`config.mk`:
```
export PLATFORM = sky130hd
export DESIGN_NAME = alu_stim_gen
export DESIGN_NICKNAME = d
export VERILOG_FILES = /design/src/rtl/alu_stim_gen.sv
export SDC_FILE = /design/constraint.sdc
export NUM_CORES = 1
export LEC_CHECK = 0
export CORE_MARGIN = 1.5
export CORE_UTILIZATION = 46
export CTS_BUF_LIST = sky130_fd_sc_hd__clkbuf_16
export CTS_CLUSTER_SIZE = 8
export DETAILED_ROUTE_END_ITERATION = 12
export HOLD_SLACK_MARGIN = 0.12
export PLACE_DENSITY = 0.85
export SETUP_SLACK_MARGIN = 0.15
export SYNTH_ARGS = -nofsm -noshare
export SYNTH_HDL_FRONTEND = slang
export SYNTH_SLANG_ARGS = --single-unit
export TNS_END_PERCENT = 50
```
`constraint.sdc`:
```
create_clock -name clk -period 2.1 [get_ports clk]
set_input_delay 0.21 -clock clk [delete_from_list [all_inputs] [get_ports clk]]
set_output_delay 0.21 -clock clk [all_outputs]
set_load 0.05 [all_outputs]
```
`src/rtl/alu_stim_gen.sv`:
```
// alu_stim_gen: weighted-random ALU transaction generator driven by a 64-bit
// Galois LFSR, with corner-only and fixed-op modes and a valid/ready output.
module alu_stim_gen #(
    parameter int          DATA_W  = 32,
    parameter int          COUNT_W = 16,
    parameter logic [63:0] SEED    = 64'h0000_0000_0000_0001
) (
    input  logic               clk,
    input  logic               rst_n,
    input  logic               start,
    input  logic [1:0]         mode,
    input  logic [2:0]         fixed_op,
    input  logic [COUNT_W-1:0] txn_target,
    input  logic               seed_load,
    input  logic [63:0]        seed,
    input  logic               txn_ready,
    output logic               txn_valid,
    output logic [2:0]         txn_op,
    output logic               txn_rst,
    output logic [DATA_W-1:0]  txn_a,
    output logic [DATA_W-1:0]  txn_b,
    output logic               busy,
    output logic               done,
    output logic [COUNT_W-1:0] issued
);
    localparam logic [63:0] SEED_INIT = (SEED == 64'd0) ? 64'd1 : SEED;
    localparam logic [63:0] TAPS      = 64'hD800_0000_0000_0000;

    localparam logic [2:0] OP_AND = 3'b000;
    localparam logic [2:0] OP_OR  = 3'b001;
    localparam logic [2:0] OP_ADD = 3'b100;
    localparam logic [2:0] OP_SUB = 3'b101;

    localparam logic [1:0] MODE_CORNER = 2'b01;
    localparam logic [1:0] MODE_FIXED  = 2'b10;

    typedef enum logic [2:0] {
        IDLE,
        GEN_OP,
        GEN_A,
        GEN_B,
        OFFER,
        DONE
    } state_t;

    state_t             state;
    logic [63:0]        lfsr;
    logic [63:0]        lfsr_next;
    logic [1:0]         mode_q;
    logic [2:0]         fixed_q;
    logic [COUNT_W-1:0] target_q;
    logic [COUNT_W-1:0] issued_inc;
    logic [3:0]         nib;
    logic [3:0]         sel;
    logic [DATA_W-1:0]  rnd;
    logic [DATA_W-1:0]  msb;
    logic [DATA_W-1:0]  operand;
    logic [2:0]         gen_op;
    logic               gen_rst;

    always_comb begin
        lfsr_next  = {1'b0, lfsr[63:1]} ^ (lfsr[0] ? TAPS : 64'd0);
        nib        = lfsr_next[63:60];
        rnd        = lfsr_next[DATA_W-1:0];
        issued_inc = issued + COUNT_W'(1);
        // Corner mode folds the selector onto the eight fixed values only.
        sel = (mode_q == MODE_CORNER) ? {1'b0, nib[2:0]} : nib;
        msb = '0;
        msb[DATA_W-1] = 1'b1;
        case (sel)
            4'd0:    operand = '0;
            4'd1:    operand = DATA_W'(1);
            4'd2:    operand = msb - DATA_W'(1);
            4'd3:    operand = ~DATA_W'(1);
            4'd4:    operand = msb + DATA_W'(1);
            4'd5:    operand = msb - DATA_W'(2);
            4'd6:    operand = msb;
            4'd7:    operand = '1;
            default: operand = rnd;
        endcase
        gen_op  = OP_AND;
        gen_rst = 1'b0;
        if (mode_q == MODE_FIXED) begin
            gen_op = fixed_q;
        end else if (nib == 4'hF) begin
            gen_op  = OP_ADD;
            gen_rst = 1'b1;
        end else begin
            case (nib[1:0])
                2'd0:    gen_op = OP_AND;
                2'd1:    gen_op = OP_OR;
                2'd2:    gen_op = OP_ADD;
                default: gen_op = OP_SUB;
            endcase
        end
    end

    always_ff @(posedge clk or negedge rst_n) begin
        if (!rst_n) begin
            state     <= IDLE;
            lfsr      <= SEED_INIT;
            mode_q    <= 2'b00;
            fixed_q   <= 3'b000;
            target_q  <= '0;
            txn_valid <= 1'b0;
            txn_op    <= 3'b000;
            txn_rst   <= 1'b0;
            txn_a     <= '0;
            txn_b     <= '0;
            busy      <= 1'b0;
            done      <= 1'b0;
            issued    <= '0;
        end else begin
            unique case (state)
                IDLE: begin
                    if (seed_load) begin
                        lfsr <= (seed == 64'd0) ? 64'd1 : seed;
                    end
                    if (start) begin
                        mode_q   <= mode;
                        fixed_q  <= fixed_op;
                        target_q <= txn_target;
                        issued   <= '0;
                        done     <= 1'b0;
                        if (txn_target != '0) begin
                            state <= GEN_OP;
                            busy  <= 1'b1;
                        end else begin
                            state <= DONE;
                        end
                    end
                end
                GEN_OP: begin
                    lfsr    <= lfsr_next;
                    txn_op  <= gen_op;
                    txn_rst <= gen_rst;
                    state   <= GEN_A;
                end
                GEN_A: begin
                    lfsr  <= lfsr_next;
                    txn_a <= operand;
                    state <= GEN_B;
                end
                GEN_B: begin
                    lfsr      <= lfsr_next;
                    txn_b     <= operand;
                    txn_valid <= 1'b1;
                    state     <= OFFER;
                end
                OFFER: begin
                    if (txn_ready) begin
                        txn_valid <= 1'b0;
                        issued    <= issued_inc;
                        if (issued_inc == target_q) begin
                            state <= DONE;
                            busy  <= 1'b0;
                        end else begin
                            state <= GEN_OP;
                        end
                    end
                end
                DONE: begin
                    done  <= 1'b1;
                    state <= IDLE;
                end
                default: state <= IDLE;
            endcase
        end
    end

endmodule

```
# After elaboration in Yosys (flattened, before gate mapping)
# Cells that the tools add are included.
# Widths: inputs -> output; s select.
[classes]
addsub = 1
eq_ne = 23
n_mux = 28
bitwise = 1
n_reduce_logical = 17
[op_table]
columns = ["operator", "n"]
rows = [
  ["$pmux 32 s8", 1],
  ["$mux 64", 3],
  ["$pmux 64 s2", 1],
  ["$logic_not 64->1", 1],
  ["$xor 63x64->64", 1],
  ["$mux 16", 2],
  ["$pmux 16 s2", 1],
  ["$mux 3", 6],
  ["$add 16x1->16 const B", 1],
  ["$eq 16x16->1", 1],
  ["$eq 4x3->1 const B", 4],
  ["$reduce_bool 16->1", 1],
  ["$pmux 3 s5", 1],
  ["$ne 2x2->1 const B", 5],
  ["$reduce_and 2->1", 5],
  ["$pmux 3 s3", 1],
  ["$eq 4x2->1 const B", 2],
  ["$mux 1", 8],
  ["$reduce_bool 2->1", 4],
  ["$eq 3x2->1 const B", 2],
  ["$eq 3x3->1 const B", 2],
  ["$pmux 1 s2", 3],
  ["$reduce_and 5->1", 1],
  ["$eq 2x1->1 const B", 2],
  ["10 further kinds", 11],
]
[totals]
regBits = 175
input_bits = 90
output_inout_bits = 87
elab_cells = 83

# Logic depth before layout (Yosys ltp)
[depth]
depth_word = 6
ltp_mapped = 8
mapped_depth_nobuf = 7

# Worst setup path after synthesis
# OpenSTA, ideal clock, no wires.
[synth_timing]
path_kind = "register to register"
startpoint = "register issued[0]"
endpoint = "register state[2]"
setup_ns = 0.118
t_arrival_ns = 2.262
required_ns = 1.982
path_slack_ns = -0.280
path_stages_with_launch = 8
path_buffers = 0
period_less_slack_ns = 2.380
path_cell_list = "dfrtp_1 > ha_1 > nand3_2 > nor4_4 > mux2i_1 > o31ai_2 > and3b_1 > a21o_1"
[synth_via]
elab_chain_len = 5
[synth_lines]
columns = ["item", "line", "rtl"]
rows = [
  ["start, declared", "24", "output logic [COUNT_W-1:0] issued"],
  ["start signal, assigned", "153", "issued <= issued_inc;"],
  ["$add 16x1->16", "65", "issued_inc = issued + COUNT_W'(1);"],
  ["$eq 16x16->1", "154", "if (issued_inc == target_q) begin"],
  ["$mux 3", "154", ""],
  ["$mux 3", "151", "if (txn_ready) begin"],
  ["$pmux 3 s5", "114", "unique case (state)"],
  ["end signal, assigned", "148", "state <= OFFER;"],
  ["end signal, assigned", "155", "state <= DONE;"],
  ["end signal, assigned", "158", "state <= GEN_OP;"],
  ["end, declared", "46", "state_t state;"],
]
# No other way between the ends. The select of a mux whose other input is x is not followed.
# A chain may end at the register's enable or synchronous reset.

# Worst setup path in the final report
# Ends and elaborated chain as after synthesis.

==> impl_results.md <==
* Boundary Pins at around 180
* Initial antenna violation count at 0
* Clk_skew at 0.009815 ns
* TritonCTS buffer count at 17
* MaxCap Viol Count at 0
* Crit path DAT at 2.35 ns
* Max-slew violation count at 0
* Final setup fails at 0
* Busiest layer in global routing: met2
* Cells after Synth at 904
* Worst-path clk slew at ~0.07 ns
* Post-route ant nets at 0
* Post-synthesis register bit count at 175
* Die footprint at 18520 um^2
* Share of post-route cells with drive strength above 1 at 13.53%
* First-pass GRT wire length at 34.98 mm
* Slowest cell on the critical path: dfrtp_4
* Final period demand of the worst path at 2.037 ns
* Pin count of the biggest net entering global routing at 66
* Top cells by count, synth: 214 x nand2_1, 174 x dfrtp_1, 96 x o21ai_0
* Initial DRC Count at approximately 570
* Core Area at 17300 um^2
* # placed instances at 1275
* Peak VDD IR at 1.138 mV
* Crit-path max FO at 8
* Static Leak at 4.772 nW
* H-tree levels at 4
* Met3 Usage GRT at around 4.1%
* Power Density at 1886 nW/um^2
* CP Capture Type: register
* Cell variety after synth at 51
* Syn Area/Cell at 9.012 um^2
* Final hold vios at 0
* First-pass detailed-route iteration total at 5
* Status: complete, no violations
* GR Util All Layers at 24.25%
* DP HPWL at 15.85 mm
* Number of rows in the core area at 48
* Starting Density at a little under half
* Most common cell in the netlist: nand2_1
* Ys async rst share at 100.0%
* Die span in y at approximately 140 um
* Die width at between 100 and 150 um
* DR WL/cell at 16.70 um
* Total Wirelength at 22.02 mm
* Setup TNS at 0 ns
* Startpoint Class: register
* YS warnings at 0
* Mapped cell area at 8147 um^2
* Via density at 5.591
* Post-route insts no fill at 1319
* RSZ-0062 raised after global routing: true
* Overflow after GRT at 0
* Tightest Pin Transition at 0.6441 ns
* Num Clock Sinks at roughly 180
* Crit-path cells: ha_4, nand3_4, nor4_4, buf_4, mux2i_2, o31ai_2, and3b_1, a21o_1
* Worst EP required at approximately 2.4 ns
* Worst skew pair latency at 0.43 ns
* Setup Crit Path Kind: register to register
* TritonCTS clock tree: yes
* DRC viols at 0
* Type of the worst min-delay path: primary input to async pin
* P&R area growth vs syn at 36.97%
* Longest Clk Path Bufs at 2
* # diodes at 0
* Synthesized net count at 996
* Grt met2 use at 37.09%
* Final critical-path share of the clock period at 96.98%
* Yosys top cell area share at 53.45%
* Yosys top cell by area: dfrtp_1
* Vias in the first global route at between 6000 and 7000
* Max Clk Rate at 491.0 MHz
* CTS root buffer: clkbuf_16
* Final-stage net count at 1173
* EDFF count, synth at 0
* Vias at 7375
* Synth area leaders: dfrtp_1 53%, nand2_1 9.9%, o21ai_0 5.9%
* Primary FF master, synth: dfrtp_1
* PortBufs at 176
* Slew margin rel. at 57.01%
* RePlAce Congestion at 0.8520
* Largest stage delay on the critical path at about 0.48 ns
* Sequential area share after synthesis at a little over half
* Met1 Use GR at 34.77%
## power breakdown
group / total (W) / switching (W) / leakage (nW) / internal [W]
sequential: 0.00615 / 0.00112 / 2.11 / 0.00503
clock: 0.00297 / 0.00141 / 0.266 / 0.00155
combinational: 0.0119 / 0.00746 / 2.39 / 0.00447
total: 0.0210 / 0.0100 / 4.77 / 0.0111
## through the flow
| stage | total power (W) | utilization (%) | setup slack, ns | cell area [um^2] | hold WS, ns |
|---|---|---|---|---|---|
| global placement | 0.01687 | 59.90 | 0.007646 | 10360 | 0.2065 |
| global route | 0.02246 | 64.51 | -0.002390 | 11160 | 0.3401 |
| CTS | 0.02025 | 63.14 | 0.1021 | 10920 | 0.3127 |
| detailed placement | 0.01726 | 59.90 | -0.05575 | 10360 | 0.2071 |
| finish | 0.02105 | 64.51 | 0.06339 | 11160 | 0.3102 |
| floorplan | 0.01345 | - | 0.09969 | 8193 | -0.08559 |
## what timing repair did
action,in CTS,in global routing
hold buffers,1,0
hold endpoints to repair,50,0
endpoints found under the setup margin,25,70
buffers inserted,0,9
pin swaps,0,6
gates cloned,0,2
gates resized for setup,5,36
## worst paths after layout
path,startpoint,end,slack [ns],cells past startpoint
min in group clk,seed[53],lfsr[53]$_DFFE_PN0P_,0.37,3
setup / recovery,issued[0]$_DFFE_PN0P_,state[2]$_DFFE_PN0P_,0.06,8
hold / removal,rst_n,target_q[1]$_DFFE_PN0P_,0.31,2
max in group asynchronous,rst_n,lfsr[14]$_DFFE_PN0P_,1.11,3
hold reg to reg,txn_b[3]$_DFFE_PN0P_,txn_b[3]$_DFFE_PN0P_,0.48,2
setup reg to reg,issued[0]$_DFFE_PN0P_,state[2]$_DFFE_PN0P_,0.06,8
## routing by layer
| layer | vias up | wire length (um) |
|---|---|---|
| li1 | 3485 | - |
| met1 | 3551 | 9744 |
| met2 | 304 | 10340 |
| met3 | 35 | 1424 |
| met4 | 0 | 512 |
| met5 | - | 0 |
## area by class of cell
cell class,instances,area [um^2]
Fill cell,1365,6138
Sequential cell,175,4397
Multi-Input combinational cell,659,3641
Timing Repair Buffer,221,2261
Clock buffer,17,425.4
Tap cell,225,281.5
Clock inverter,15,126.4
Inverter,7,26.28
## flip-flops by register name, summed over array words and instances (netlist names), 2 cells and up
signal / cells
target_q: 16
txn_a: 32
txn_op: 3
fixed_q: 3
lfsr: 64
state: 3
mode_q: 2
issued: 16
txn_b: 32
## worst max-delay path: cells and delay by family (launching register included)
kind	cells	cell delay, ns
simple gates	3	0.57
flops	1	0.48
compound gates	2	0.26
mux	1	0.23
fa+ha+maj	1	0.19
buf+inv	1	0.19
## cells in the final DEF, fill, tap and decap left out, types with 5 or more instances in the layout
cell / n
buf_12: 10
nor2_1: 86
nand2_1: 214
nor4_1: 22
o31ai_1: 6
dfrtp_2: 10
a21oi_1: 32
nand2b_1: 5
nand4_1: 5
a31oi_1: 62
dfrtp_1: 163
nor3_1: 7
nand3_1: 9
xor2_1: 6
mux2i_1: 7
mux2_2: 21
buf_4: 32
clkdlybuf4s50_1: 170
clkbuf_16: 19
a21oi_2: 13
inv_1: 7
o21ai_1: 11
o21ai_0: 85
xnor2_1: 15
## cells by family (layout without fill, tap and decap cells)
| logic type | Yosys count | count (layout) | synth area share (%) |
|---|---|---|---|
| AO/OA/AOI/OAI | 225 | 225 | 15.68 |
| XOR/XNOR | 22 | 22 | 2.365 |
| AND/OR/NAND/NOR | 381 | 381 | 20.50 |
| buffers and inverters | 70 | 260 | 3.486 |
| flip-flops | 175 | 175 | 53.77 |
| adder cells (fa/ha/maj) | 2 | 2 | 0.3071 |
| multiplexers | 29 | 29 | 3.886 |
Power figures use the tool's default switching activity.
==> RTL edit 1 (config.mk and constraints unchanged) <==
Remove the case item `4'd5` of the case on `sel`.
--- a/src/rtl/alu_stim_gen.sv
+++ b/src/rtl/alu_stim_gen.sv
@@ -75,3 +75,2 @@
             4'd4:    operand = msb + DATA_W'(1);
-            4'd5:    operand = msb - DATA_W'(2);
             4'd6:    operand = msb;
Formal check against the unedited RTL: not equivalent (Yosys sat finds a counterexample within 4 cycles, from zero or initial values and one cycle with rst_n low).
==> RTL edit 1 against the original RTL <==
  * Area after synthesis is 1.4% higher
  * Routed wire length is 5.6% higher
  * Worst setup slack worse by 0.0034 ns
  * Sequential cell count stayed put
  * Design area is 2.4% higher
  * Maximum frequency is 0.17% lower
  * Non-clock buffer count is 15 higher
  * First-iteration DRC count is 16% lower
  * Clock power is 5% higher
  * Count of clock-buffer cells in the layout stayed put
  * Die area is 1.4% higher
  * Clock skew is 0.0046 ns higher
  * Total power is 6.8% lower
  * Synthesized cell count is 6.5% lower
  * Largest cell class unchanged
==> RTL edit 1: results (changes against the original RTL) <==
Worst path max stage delay=0.45 ns (-0.03 ns); Clock Tree Buf Depth=2 (unchanged); worst slew pin tran=0.5897 ns (-0.05441 ns); Routed Wire Length=23,260 um (+5.6%); Leakage=4.838 nW (+1.4%); Worst Setup Start Kind=flip-flop; Crit Path Max Fanout=6 (-2); GRT Total Usage=25.08% (+0.83 points); initial antenna violation count=0 (unchanged); first-pass GRT wire length=35,990 um (+2.9%); clk slew on worst S/H paths=0.07 ns (about the same); Max VDD drop=1.140 mV (+0.14%); R2R Setup Slk=0.06 ns; status=completed; Seq power=6.04 mW (-2%); dpl hpwl=16,410 um (+3.5%); Synth Area per Inst=9.777 um2 (+8.5%); Synth Area in Adders=0.3029% (-0.0043 points); largest net degree at the start of global routing=69 (+4.5%); nets@finish=1,133 (-3.4%); Largest delay share family, worst path=simple AND/OR/NAND/NOR gates; post-synthesis compound-gate area fraction=15.16% (-0.52 points); most common library cells after synthesis=dfrtp_1 (174), o21ai_0 (125), nand2_1 (124); Seq/Total Area, Yosys=53.02% (-0.75 points); FFs w/ async S/R, synth=100.0% (unchanged); dpl ws=0.004298 ns (+0.06004 ns); drt initial violations=477 (-16%); share of cells above drive strength 1=15.18% (+1.7 points); Cell Area, Placed=10,600 um2 (+2.3%); Min Clock Period, post-route=2.040 ns (+0.003410 ns); biggest regs=lfsr (64), txn_a (32), txn_b (32); Placer Congestion=0.8822 (+3.5%); Fin Hold WS=0.3134 ns (+0.003186 ns); syn nets=937 (-5.9%); PortBufs=176 (unchanged); mux contribution to synthesized area=10.54% (+6.7 points); vias in the first global route=7,010 (+1.8%); worst reg2reg path depth=7 (-1); crit path DAT=2.35 ns (about the same); Sw Ratio=45.65% (-1.9 points); P_int=10.66 mW (-3.5%); Yosys cell types=54 (+5.9%); vias per inst=5.744 (+2.7%); wire per inst=18.19 um (+8.9%); final clock skew=0.01441 ns (+0.004591 ns); synth top area cells=dfrtp_1 (53%), o21ai_0 (7.6%), mux2i_1 (7.3%); ant diodes=0 (unchanged); CTS HTree Levels=4 (unchanged); Placed Cells=1,230 (-3.5%); Post-Synth XOR/XNOR Area=2.120% (-0.24 points); Comb group=10.4 mW (-13%); worst r2r dst=busy
## RTL edit 1: cell types whose count changed after synthesis, sizes merged, moves of 5 or more
cell and delta:
nor3 -5, nor2 -30, mux2i +52, buf +11
nand2 -91, clkbuf -15, o21ai +29, a31oi -59
nand4 +5, a21oi +30
## RTL edit 1: final cells by class
class | count | area (um2)
clock inverter | 15 | 172.7
fill | 1317 | 5995
inverter | 6 | 26.28
timing repair buffer | 236 | 2414
multi-input combinational | 605 | 3702
sequential | 175 | 4400
clock buffer | 17 | 425.4
tap | 225 | 281.5
## RTL edit 1: routing by layer
layer | vias to the layer above | GRT usage, % | part of all wire [%]
li1 | 3384 | - | -
met1 | 3578 | 33.37 | 41
met2 | 331 | 40.84 | 49
met3 | 53 | 5.778 | 7.8
met4 | 0 | 7.661 | 2.5
met5 | - | 0 | 0
## RTL edit 1: repair_timing
action,CTS,global route
hold buffers,1,0
endpoints found under the hold margin,53,0
setup endpoints to repair,10,123
resized for setup,4,23
cloned,0,2
pin swaps,3,5
buffers inserted,8,6
==> RTL edit 2 (same settings) <==
Made on the original files. Set the parameter `COUNT_W` to 12 (it was 16).
--- a/src/rtl/alu_stim_gen.sv
+++ b/src/rtl/alu_stim_gen.sv
@@ -4,3 +4,3 @@
     parameter int          DATA_W  = 32,
-    parameter int          COUNT_W = 16,
+    parameter int          COUNT_W = 12,
     parameter logic [63:0] SEED    = 64'h0000_0000_0000_0001
Ports: changed (resized issued and txn_target); port bits go from 177 to 169. No check against the original RTL was run, so the function may have changed too.
==> RTL edit 2 against the original RTL <==
  * Sequential share of layout area grew 0.36 points
  * Worst setup slack lost 0.034 ns
  * Routed wire length shrank 6.0%
  * Clock power grew 8.4%
  * Total power shrank 7.2%
  * Design area shrank 5.5%
  * Area after synthesis shrank 6.9%
  * Sequential cell count shrank 8
  * First-iteration DRC count shrank 1.8%
  * Critical path type unchanged
  * Critical endpoint is now busy
==> RTL edit 2: results (changes against the original RTL) <==
Max-slew headroom=23.45% (-34 points); Num CTS Buffers=17 (unchanged); syn nets=932 (-6.4%); most common library cells after synthesis=nand2_1 (207), dfrtp_1 (166), o21ai_0 (90); vias in the first global route=6,544 (-4.9%); status=completed; via count=6,860 (-7.0%); largest net degree at the start of global routing=67 (+1.5%); Yosys cell types=49 (-3.9%); vias per inst=5.532 (-1.1%); Crit Path Max Fanout=4 (-4); met1 GRT Util=34.42% (-0.35 points); initial antenna violation count=0 (unchanged); crit path DAT=2.38 ns (+0.03 ns); setup TNS=0 ns (unchanged); Psw=9.169 mW (-8.3%); share of cells above drive strength 1=13.96% (+0.44 points); Placer Congestion=0.9206 (+8.1%); drt initial violations=561 (-1.8%); PortBufs=168 (-4.5%); ant diodes=0 (unchanged); wire per inst=16.70 um (about the same); nets@finish=1,100 (-6.2%); grt met3 use=5.440% (+1.4 points); Placed Cells=1,198 (-6.0%); clk root buf=clkbuf_16; dpl hpwl=14,330 um (-9.6%); Synth Area per Inst=9.000 um2 (-0.13%); GRT Total Usage=24.58% (+0.34 points); Leakage=4.592 nW (-3.8%); final clock skew=0.007046 ns (-0.002770 ns); Pre-antenna DRT Iters=5 (unchanged); synth top area cells=dfrtp_1 (55%), nand2_1 (10%), o21ai_0 (5.9%); Syn. warnings=0 (unchanged); biggest regs=lfsr (64), txn_a (32), txn_b (32); Max VDD drop=0.9015 mV (-21%); later-pin clock latency in the skew report=around 0.44 ns; first-pass GRT wire length=33,970 um (-2.9%); Seq/Total Area, Yosys=55.10% (+1.3 points); met2 Resource Use GR=37.46% (+0.36 points)
RTL edit 2: kinds of logic after synthesis:
| logic type | share of synthesized area, % |
|---|---|
| xor+xnor | 2.309 |
| compound gates | 15.75 |
| buf+inv | 3.430 |
| mux | 2.803 |
| simple gates | 20.12 |
| flops | 55.10 |
| fa+ha+maj | 0.4948 |
RTL edit 2: path summary, 6_finish.rpt:
check	from	cells past startpoint	slack [ns]	endpoint
min in group clk	seed[36]	3	0.37	lfsr[36]
setup reg to reg	issued[3]	6	0.03	busy
max in group asynchronous	rst_n	3	1.09	lfsr[0]
hold / removal	rst_n	2	0.27	fixed_q[1]
hold reg to reg	txn_a[11]	2	0.48	txn_a[11]
setup / recovery	issued[3]	6	0.03	busy
RTL edit 2: timing repair:
item	4_1_cts	5_1_grt
pin swaps	8	21
endpoints found under the hold margin	42	0
setup buffers	5	3
hold buffers	1	0
cloned	0	1
endpoints found under the setup margin	11	106
gates resized for setup	8	77
RTL edit 2: worst max-delay path, cell delays in order (launching register included):
cell,delay (ns)
dfrtp_2,0.44
and3_1,0.21
and3_4,0.20
xnor2_1,0.13
or4_4,0.53
a2111oi_4,0.33
a21oi_1,0.11
RTL edit 2: layout make-up:
type,count,area (um2)
Clock buffer,17,425.4
Clock inverter,15,185.2
Fill cell,1270,5453
Inverter,5,18.77
Multi-Input combinational cell,613,3346
Sequential cell,167,4194
Tap cell,216,270.3
Timing Repair Buffer,207,2108
RTL edit 2: power groups by stage:
stage	clock network, mW	registers, mW	logic [mW]
2_1_floorplan	0	7.71	4.50
3_3_place_gp	0	5.75	9.49
3_5_place_dp	0	5.84	9.70
4_1_cts	3.27	5.78	9.81
5_1_grt	3.41	6.03	11.4
6_report	3.22	5.84	10.5
RTL edit 2: through the flow:
stage	worst slack (ns)	util (%)	hold WS, ns	instance area [um2]
global route	-0.02562	65.92	0.2945	10550
global placement	-0.03856	60.42	0.1680	9667
detailed placement	-0.08328	60.42	0.1713	9667
floorplan	-0.03702	-	-0.08559	7626
CTS	0.04250	64.69	0.2653	10350
finish	0.02962	65.92	0.2667	10550
RTL edit 2: metal layers:
metal  up-vias  routed length, um
met5         -                  0
met3        52               1424
met1      3243               9099
li1       3262                  -
met2       303               9610
met4         0                577
